==> config.mk <==
export PLATFORM = sky130hd
export DESIGN_NAME = vote_sgpr
export DESIGN_NICKNAME = d
export VERILOG_FILES = /design/src/rtl/vote_sgpr.sv
export SDC_FILE = /design/constraint.sdc
export NUM_CORES = 2
export LEC_CHECK = 0
export ABC_CLOCK_PERIOD_IN_PS = 8600
export CORE_ASPECT_RATIO = 0.7
export CORE_MARGIN = 5
export CORE_UTILIZATION = 48
export CTS_BUF_LIST = sky130_fd_sc_hd__clkbuf_4 sky130_fd_sc_hd__clkbuf_8
export DETAILED_ROUTE_END_ITERATION = 16
export HOLD_SLACK_MARGIN = 0.03
export PLACE_DENSITY = 0.65
export SYNTH_ARGS = -nofsm -noshare
export SYNTH_HDL_FRONTEND = slang
export SYNTH_SLANG_ARGS = --single-unit
==> constraint.sdc <==
create_clock -name clk -period 8.6 [get_ports clk]
set_input_delay 1.72 -clock clk [delete_from_list [all_inputs] [get_ports clk]]
set_output_delay 1.72 -clock clk [all_outputs]
set_load 0.05 [all_outputs]
==> src/rtl/vote_sgpr.sv <==
// vote_sgpr: lockstep write-back voter with an integrated shadow register file.
//
// Each redundant core's write-back is queued in its own skew FIFO. When every
// FIFO holds an entry, the heads are compared (2 channels) or majority-voted
// (3 channels). The agreed value is then written into the shadow register file.
// A disagreement that cannot be resolved, a partial set of writes held for too
// long, or a FIFO overflow puts the block into a latched FAULT state.
//
// Ports:
//   clk, rst_n       clock (rising edge) and asynchronous active-low reset
//   we_i             per-channel write-back valid
//   waddr_i/wdata_i  per-channel write address/data; channel k at [k*W +: W]
//   raddr_a_i/_b_i   read port addresses
//   rdata_a_o/_b_o   combinational read data (register 0 always reads 0)
//   err_clr_i        leave FAULT; outside FAULT clears fault_ch_o only
//   commit_o         a voted write commits on the coming edge
//   fault_o          block is in FAULT (recovery request)
//   fault_cause_o    00 none, 01 vote fail, 10 timeout, 11 overflow
//   fault_ch_o       sticky mask of outvoted channels (3-channel only)
//   mismatch_cnt_o   saturating count of disagreements
//   parity_err_o     read-port parity error
//
// Optional feature: define VOTE_SGPR_PARITY_EN to store an even-parity bit per
// register entry and check it on both read ports. Without it parity_err_o is 0.
//
// state    | meaning
// ---------+--------------------------------------------------------------
// ST_IDLE  | all FIFOs empty
// ST_WAIT  | some, not all, FIFOs hold entries; skew timer running
// ST_VOTE  | all FIFOs hold entries; heads voted and popped each cycle
// ST_FAULT | latched fault; no push, pop or commit until err_clr_i

module vote_sgpr #(
   parameter int DATA_WIDTH = 32,
   parameter int ADDR_WIDTH = 5,
   parameter int NUM_CH     = 2,
   parameter int SKEW_DEPTH = 4,
   parameter int TIMEOUT    = 15
) (
   input  logic                           clk,
   input  logic                           rst_n,
   input  logic [NUM_CH-1:0]              we_i,
   input  logic [NUM_CH*ADDR_WIDTH-1:0]   waddr_i,
   input  logic [NUM_CH*DATA_WIDTH-1:0]   wdata_i,
   input  logic [ADDR_WIDTH-1:0]          raddr_a_i,
   output logic [DATA_WIDTH-1:0]          rdata_a_o,
   input  logic [ADDR_WIDTH-1:0]          raddr_b_i,
   output logic [DATA_WIDTH-1:0]          rdata_b_o,
   input  logic                           err_clr_i,
   output logic                           commit_o,
   output logic                           fault_o,
   output logic [1:0]                     fault_cause_o,
   output logic [NUM_CH-1:0]              fault_ch_o,
   output logic [7:0]                     mismatch_cnt_o,
   output logic                           parity_err_o
);

   localparam int PW   = $clog2(SKEW_DEPTH);
   localparam int CW   = PW + 1;
   localparam int EW   = ADDR_WIDTH + DATA_WIDTH;
   localparam int NREG = 1 << ADDR_WIDTH;
   localparam int TW   = $clog2(TIMEOUT + 1);

   typedef enum logic [1:0] {ST_IDLE, ST_WAIT, ST_VOTE, ST_FAULT} state_t;

   state_t                  state_q, state_d;
   logic [1:0]              cause_q, cause_d;
   logic [NUM_CH-1:0]       fault_ch_q, fault_ch_d;
   logic [7:0]              mm_cnt_q, mm_cnt_d;
   logic [TW-1:0]           tmr_q, tmr_d;
   logic [EW-1:0]           fifo_mem_q [NUM_CH][SKEW_DEPTH];
   logic [EW-1:0]           fifo_mem_d [NUM_CH][SKEW_DEPTH];
   logic [CW-1:0]           wr_ptr_q [NUM_CH];
   logic [CW-1:0]           wr_ptr_d [NUM_CH];
   logic [CW-1:0]           rd_ptr_q [NUM_CH];
   logic [CW-1:0]           rd_ptr_d [NUM_CH];
   logic [DATA_WIDTH-1:0]   regs_q [NREG];
   logic [DATA_WIDTH-1:0]   regs_d [NREG];

   logic [NUM_CH-1:0]       not_empty, full, push, ne_next;
   logic [EW-1:0]           head [NUM_CH];
   logic                    in_fault, vote_valid, vote_ok, vote_mm, vote_fail_v;
   logic                    pop, ovf, tmo;
   logic [EW-1:0]           win_entry;
   logic [NUM_CH-1:0]       minority;
   logic [ADDR_WIDTH-1:0]   win_addr;
   logic [DATA_WIDTH-1:0]   win_data;

   always_comb begin
      for (int k = 0; k < NUM_CH; k++) begin
         not_empty[k] = wr_ptr_q[k] != rd_ptr_q[k];
         full[k]      = (wr_ptr_q[k][PW-1:0] == rd_ptr_q[k][PW-1:0]) &&
                        (wr_ptr_q[k][PW] != rd_ptr_q[k][PW]);
         head[k]      = fifo_mem_q[k][rd_ptr_q[k][PW-1:0]];
      end
   end

   if (NUM_CH == 3) begin : g_vote3
      logic eq01, eq02, eq12;
      always_comb begin
         eq01      = head[0] == head[1];
         eq02      = head[0] == head[2];
         eq12      = head[1] == head[2];
         vote_ok   = 1'b1;
         vote_mm   = 1'b0;
         win_entry = head[0];
         minority  = '0;
         if (eq01 && eq12) begin
            vote_mm = 1'b0;
         end else if (eq01) begin
            vote_mm     = 1'b1;
            minority[2] = 1'b1;
         end else if (eq02) begin
            vote_mm     = 1'b1;
            minority[1] = 1'b1;
         end else if (eq12) begin
            vote_mm     = 1'b1;
            minority[0] = 1'b1;
            win_entry   = head[1];
         end else begin
            vote_ok = 1'b0;
            vote_mm = 1'b1;
         end
      end
   end else begin : g_vote2
      always_comb begin
         vote_ok   = head[0] == head[1];
         vote_mm   = !vote_ok;
         win_entry = head[0];
         minority  = '0;
      end
   end

   assign in_fault    = state_q == ST_FAULT;
   assign vote_valid  = (&not_empty) && !in_fault;
   assign vote_fail_v = vote_valid && !vote_ok;
   // A failed vote leaves the heads in place, so a push into a full FIFO in
   // the same cycle is still an overflow (and wins the cause priority).
   assign pop         = vote_valid && vote_ok;
   assign push        = we_i & {NUM_CH{!in_fault}};
   assign ovf         = (|(push & full)) && !pop;
   assign win_addr    = win_entry[EW-1 -: ADDR_WIDTH];
   assign win_data    = win_entry[DATA_WIDTH-1:0];

   always_comb begin
      fifo_mem_d = fifo_mem_q;
      wr_ptr_d   = wr_ptr_q;
      rd_ptr_d   = rd_ptr_q;
      ne_next    = '0;
      for (int k = 0; k < NUM_CH; k++) begin
         if (push[k] && (!full[k] || pop)) begin
            fifo_mem_d[k][wr_ptr_q[k][PW-1:0]] =
               {waddr_i[k*ADDR_WIDTH +: ADDR_WIDTH], wdata_i[k*DATA_WIDTH +: DATA_WIDTH]};
            wr_ptr_d[k] = wr_ptr_q[k] + CW'(1);
         end
         if (pop) begin
            rd_ptr_d[k] = rd_ptr_q[k] + CW'(1);
         end
         ne_next[k] = wr_ptr_d[k] != rd_ptr_d[k];
      end

      // A push that completes the set on the last allowed cycle is not a timeout.
      tmo = (state_q == ST_WAIT) && (tmr_q == TW'(1)) && !(&ne_next);

      state_d    = state_q;
      cause_d    = cause_q;
      fault_ch_d = fault_ch_q;
      mm_cnt_d   = mm_cnt_q;
      tmr_d      = TW'(TIMEOUT);
      regs_d     = regs_q;

      if (in_fault) begin
         if (err_clr_i) begin
            state_d    = ST_IDLE;
            cause_d    = 2'b00;
            fault_ch_d = '0;
            for (int k = 0; k < NUM_CH; k++) begin
               wr_ptr_d[k] = '0;
               rd_ptr_d[k] = '0;
            end
         end
      end else begin
         if (err_clr_i) begin
            fault_ch_d = '0;
         end
         if (vote_valid) begin
            if (vote_mm && (mm_cnt_q != 8'hFF)) begin
               mm_cnt_d = mm_cnt_q + 8'd1;
            end
            fault_ch_d = fault_ch_d | minority;
         end
         if (pop && (win_addr != '0)) begin
            regs_d[win_addr] = win_data;
         end

         if (ovf) begin
            state_d = ST_FAULT;
            cause_d = 2'b11;
         end else if (vote_fail_v) begin
            state_d = ST_FAULT;
            cause_d = 2'b01;
         end else if (tmo) begin
            state_d = ST_FAULT;
            cause_d = 2'b10;
         end else if (&ne_next) begin
            state_d = ST_VOTE;
         end else if (|ne_next) begin
            state_d = ST_WAIT;
         end else begin
            state_d = ST_IDLE;
         end

         if ((state_q == ST_WAIT) && (state_d == ST_WAIT)) begin
            tmr_d = tmr_q - TW'(1);
         end
      end
   end

   always_ff @(posedge clk or negedge rst_n) begin
      if (!rst_n) begin
         state_q    <= ST_IDLE;
         cause_q    <= 2'b00;
         fault_ch_q <= '0;
         mm_cnt_q   <= 8'd0;
         tmr_q      <= TW'(TIMEOUT);
         for (int k = 0; k < NUM_CH; k++) begin
            wr_ptr_q[k] <= '0;
            rd_ptr_q[k] <= '0;
            for (int j = 0; j < SKEW_DEPTH; j++) begin
               fifo_mem_q[k][j] <= '0;
            end
         end
         for (int i = 0; i < NREG; i++) begin
            regs_q[i] <= '0;
         end
      end else begin
         state_q    <= state_d;
         cause_q    <= cause_d;
         fault_ch_q <= fault_ch_d;
         mm_cnt_q   <= mm_cnt_d;
         tmr_q      <= tmr_d;
         wr_ptr_q   <= wr_ptr_d;
         rd_ptr_q   <= rd_ptr_d;
         fifo_mem_q <= fifo_mem_d;
         regs_q     <= regs_d;
      end
   end

   assign commit_o       = pop;
   assign fault_o        = in_fault;
   assign fault_cause_o  = cause_q;
   assign fault_ch_o     = fault_ch_q;
   assign mismatch_cnt_o = mm_cnt_q;
   assign rdata_a_o      = (raddr_a_i == '0) ? '0 : regs_q[raddr_a_i];
   assign rdata_b_o      = (raddr_b_i == '0) ? '0 : regs_q[raddr_b_i];

`ifdef VOTE_SGPR_PARITY_EN
   logic par_q [NREG];
   logic par_d [NREG];

   always_comb begin
      par_d = par_q;
      if (pop && (win_addr != '0)) begin
         par_d[win_addr] = ^win_data;
      end
   end

   always_ff @(posedge clk or negedge rst_n) begin
      if (!rst_n) begin
         for (int i = 0; i < NREG; i++) begin
            par_q[i] <= 1'b0;
         end
      end else begin
         par_q <= par_d;
      end
   end

   assign parity_err_o = ((raddr_a_i != '0) && ((^regs_q[raddr_a_i]) != par_q[raddr_a_i])) ||
                         ((raddr_b_i != '0) && ((^regs_q[raddr_b_i]) != par_q[raddr_b_i]));
`else
   assign parity_err_o = 1'b0;
`endif

endmodule

[Word level (Yosys, flattened, before mapping)]
Index checks and enable logic that the tools add are counted.
Operators by class
  order comparisons: 10
  bitwise operators: 10
  equality and inequality tests: 15
  reductions and logical operators: 35
  add/subtract/negate cells: 6
  multiplexer cells: 45
Operator list (number)
  1024-bit bitwise mux: 1
  32-bit binary-select mux with 5-bit select: 2
  148-bit bitwise mux: 2
  32-bit two-way mux: 7
  37-bit two-way mux: 6
  32-bit demux with 5-bit select: 1
  37-bit binary-select mux with 2-bit select: 2
  37-bit demux with 2-bit select: 2
  37-bit equality test: 1
  6-bit two-way mux: 4
  2-bit two-way mux: 11
  6-bit greater-or-equal comparator (second input constant): 3
  5-bit NOT with 6-bit output: 3
  1-bit logical AND: 16
  3-bit by 1-bit adder with 3-bit output (second input constant): 4
  3-bit greater-or-equal comparator (second input constant): 4
  3-bit two-way mux: 4
  3-bit inequality test: 4
  2-bit NOT with 3-bit output: 4
  5-bit zero test: 2
  8-bit by 1-bit adder with 8-bit output (second input constant): 1
  4-bit two-way mux: 2
  8-bit inequality test (second input constant): 1
  2-bit AND reduction: 4
  18 further kinds: 30
Word-level totals
  bits of input ports: 89
  logic and storage cells: 169
  bits in registers: 1348
  output and inout port bits: 79

[Depth between registers and ports, before layout]
  depth after elaboration: 21
  gate-level depth with buffers: 16
  gate-level depth less buffers: 12

[Worst setup path after synthesis]
OpenSTA, ideal clock, no wires.
  path type: input-to-output
  from: in raddr_a_i[0]
  to: out rdata_a_o[10]
  cell stages on the path: 7
  buffers on the path: 3
  data required time: 6880 ps
  arrival time: 4251 ps
  setup slack: 2629 ps
  cells stage by stage: clkbuf_1 > buf_1 > buf_1 > mux4_2 > mux4_2 > mux2i_1 > nor2_1
Between the ends
  cells in the longest elaborated chain, start to end: 5
  elaborated cells between the ends (all ways): 6
  those cells by class: mux: 4; bitwise: 1; reduce/logical: 1
Ends and longest elaborated chain
  from (decl): RTL line 45  | input logic [ADDR_WIDTH-1:0] raddr_a_i,
  5-bit NOT with 6-bit output (not written as such): RTL line 254  | assign rdata_a_o = (raddr_a_i == '0) ? '0 : regs_q[raddr_a_i];
  32-bit binary-select mux with 5-bit select: RTL line 254
  32-bit two-way mux (not written as such) (2 in a row): RTL line 254
  32-bit two-way mux (*): RTL line 254
  to (decl): RTL line 46  | output logic [DATA_WIDTH-1:0] rdata_a_o,
Every way passes the cells marked *; elsewhere a longest branch is shown, timed or not. The select of a mux whose other input is x is not followed.

[Worst setup path after layout]
  from: reg rd_ptr_q[3] in the netlist's numbering
  to: out commit_o
Between the ends
  cells in the longest elaborated chain, start to end: 6
  elaborated cells between the ends (all ways): 9
  those cells by class: eq/ne: 2; mux: 3; bitwise: 1; reduce/logical: 3
Ends and longest elaborated chain
  from (decl): RTL line 75  | logic [CW-1:0] rd_ptr_q [NUM_CH];
  from (signal assigned): RTL line 243  | rd_ptr_q <= rd_ptr_d;
  2-bit NOT with 3-bit output (not written as such): RTL line 94  | head[k] = fifo_mem_q[k][rd_ptr_q[k][PW-1:0]];
  37-bit binary-select mux with 2-bit select: RTL line 94
  37-bit two-way mux (not written as such) (2 in a row): RTL line 94
  37-bit equality test: RTL line 127  | vote_ok = head[0] == head[1];
  1-bit logical AND (*): RTL line 139  | assign pop = vote_valid && vote_ok;
  to (decl): RTL line 50  | output logic commit_o,
Marked as above.

==> qor.csv <==
metric,value,unit
fin cells,7425,
Final Max Slew Viols,0,
Initial Utilization,0.483,
CTS tree,done,
DIE HEIGHT,325,um
CP endpoint kind,output pin,
Congestion Overflow GR,0,
CTS H-tree depth,4,
Yosys reg bits,1348,
end of the critical path,commit_o,
Seq pwr share,0.434,
fmax,136,MHz
post-synthesis sequential area ratio,0.497,
status,finished clean,
residual DRC count,0,
WP buf/inv,3,
# resized after CTS,0,
CTS max path bufs,3,
GP Congestion,0.843,
"Setup Fix Bufs, Post-CTS",0,
DR vias,46700,
Internal Power,11800,uW
Area Overhead vs Synth,11.7,%
CP arrival,5.61,ns
Root Driver,clkbuf_8,
GRT Total Usage,0.277,
RSZ-0062 raised after global routing,false,
first-pass GRT wire length,310,mm
Synth area leader,dfrtp_1,
peak supply drop,0.000184,V
final hold violation count,0,
Slowest cell on crit path,clkdlybuf4s50_1,
CP Depth,8,
1st-iter DRT viols,4804,
Max Cap Viol,0,
ys async rst share,1.00,
Routed Antenna Nets,0,
Die Span X,460,um
CTS buffer count,205,
initial antenna violation count,5,
Worst Setup SP,rd_ptr_q[3],
DP HPWL,113,mm
placed inst area,0.0714,sq mm
crit-path cells,buf_4 > buf_4 > mux4_2 > xor2_1 > nor3_1 > nand4_1 > nor3_2 > clkdlybuf4s50_1,
CTS sink cnt,1348,
Crit path max-delay family,buffers and inverters,
worst endpoint required time,6.88,ns
WS Path Type,register to output pin,
Switching Share,0.320,
Detailed Routing Iterations Pass 1,6,
Post-Synthesis Cell Area,0.0679,sq mm
final setup fails,0,
CP Launch Type,register,
input/output buffers,164,
design area,0.0759,sq mm
clock power share,0.340,
Min-Delay Path Class,register to register,
Tot Pwr,17400,uW
Avg Inst Size Synth,12.5,sq um
vias in the first global route,47000,
Core Rows,115,
Avg Vias per Cell,6.29,
skew final,0.0799,ns
main area contributors after synthesis,"dfrtp_1 49%, mux4_2 24%, o21ai_0 7.0%",
Comb power frac,0.225,
share of the synthesized area in the top cell type,0.495,
final worst path period share,0.852,
crit-path most repeated cell,buf_4,
routed wire length,205,mm
Worst-Margin Slew,1.27,ns
total negative setup slack,0,ns
Worst-path clk slew,0.07,ns
crit-path max cell delay,0.92,ns
FF-to-FF End,regs_q[671],
library cells used by synthesis,51,
Final #Nets,5491,
Synth Flop Type,dfrtp_1,
worst rel slew slack,0.156,
CP Max Fanout,40,
Pwr Density,229,mW/mm^2
Leakage Power,0.0316,uW
IO Pins,168,
Core ar.,0.141,sq mm
sw power,5560,uW
reg2reg setup slack,2.62,ns
WL/cell,27.6,um
worst r2r src,rd_ptr_q[3],
fraction of layout cells with a size suffix above 1,0.259,
cts-stage hold buffer count,0,
Final min period,7.33,ns
Reg2Reg Depth,10,
Post-synth EDFFs,0,
Cells after DPL,7053,
largest net degree at the start of global routing,179,
die footprint,0.149,sq mm
clk_lat worst skew,0.98,ns
cell count after synthesis,5449,
yosys warns,0,
[power groups by stage]
stage	Combinational, uW	Sequential, uW	Clock (uW)
2_1_floorplan	2540	7560	0
3_3_place_gp	3820	7600	0
3_5_place_dp	3900	7640	0
4_1_cts	3910	7530	5990
5_1_grt	4210	7630	6280
6_report	3910	7530	5910
[synthesized netlist by cell type, types with 9 or more instances]
master and instances:
ha_1 14, clkbuf_1 446, o21ai_0 955, mux2i_1 103, dfrtp_1 1344, o21ai_1 74
buf_2 17, a31oi_1 9, mux2_2 149, nor4_1 20, nand2_1 1048, nand4_1 14
nand4b_1 9, nand3_1 24, mux4_2 714, buf_4 12, xor2_1 41, mux2_1 180
nor2b_1 13, buf_1 72, inv_1 9, xnor2_1 22, nor2_1 89
[worst min path at each step]
stage	to	slack [ns]	depth (start not counted)	from
floorplan	tmr_q[0]	0.44	1	tmr_q[0]
global placement	regs_q[1001]	0.38	0	regs_q[1001]
detailed placement	regs_q[1022]	0.38	0	regs_q[1022]
CTS	regs_q[1022]	0.40	0	regs_q[1022]
global route	regs_q[1016]	0.41	0	regs_q[1016]
finish	regs_q[1022]	0.39	0	regs_q[1022]
[per-stage QoR]
stage | utilization | hold WS, ns | setup slack [ns]
finish | 0.540 | 0.393 | 1.27
global route | 0.540 | 0.409 | 0.999
CTS | 0.540 | 0.398 | 1.25
detailed placement | 0.508 | 0.383 | 1.58
global placement | 0.508 | 0.377 | 1.59
floorplan | - | 0.438 | 2.63
[per-layer routing]
layer / global-route usage / routed length, um / up-vias
met3: 0.0749 / 20000 / 470
met5: 0 / 0 / -
met2: 0.413 / 92700 / 2207
met1: 0.396 / 85000 / 24200
met4: 0.0988 / 7300 / 0
li1: - / - / 19800
[placed cells by master (no fill, tap or decap), types with 22 or more instances in the layout]
cell type / instances
mux4_2: 714
mux2i_1: 103
xor2_1: 41
dfrtp_1: 1340
mux2_1: 180
nor2_1: 87
buf_4: 101
clkbuf_4: 67
nand2_1: 1044
o21ai_1: 75
clkbuf_8: 259
o21ai_0: 923
o21ai_2: 30
mux2_2: 149
xnor2_1: 22
clkdlybuf4s50_1: 153
[flip-flops by register name (all words and copies together) (netlist names)]
register / cells
regs_q: 1024
fifo_mem_q: 296
mismatch_cnt_o: 8
rd_ptr_q: 6
wr_ptr_q: 6
tmr_q: 4
fault_cause_o: 2
state_q: 2
[final cells by class]
| cell class | instances | area (sq um) |
|---|---|---|
| fill | 11700 | 64700 |
| sequential | 1348 | 33700 |
| multi-input combinational | 3542 | 32400 |
| clock buffer | 326 | 4070 |
| timing repair buffer | 282 | 2820 |
| tap | 1872 | 2340 |
| clock inverter | 39 | 484 |
| inverter | 9 | 33.8 |
| antenna | 7 | 17.5 |
[cells by family (layout without fill, tap and decap cells)]
kind of cell | after synthesis | in the layout | share of synthesized area
other | 1 | 10 | 0.0000552
AO/OA/AOI/OAI | 1054 | 1054 | 0.0788
XOR/XNOR | 63 | 63 | 0.00812
multiplexers | 1146 | 1146 | 0.306
adder cells (fa/ha/maj) | 14 | 14 | 0.00258
AND/OR/NAND/NOR | 1262 | 1262 | 0.0751
buffers and inverters | 561 | 656 | 0.0325
flip-flops | 1348 | 1348 | 0.497
(Power assumes the default switching activity.)
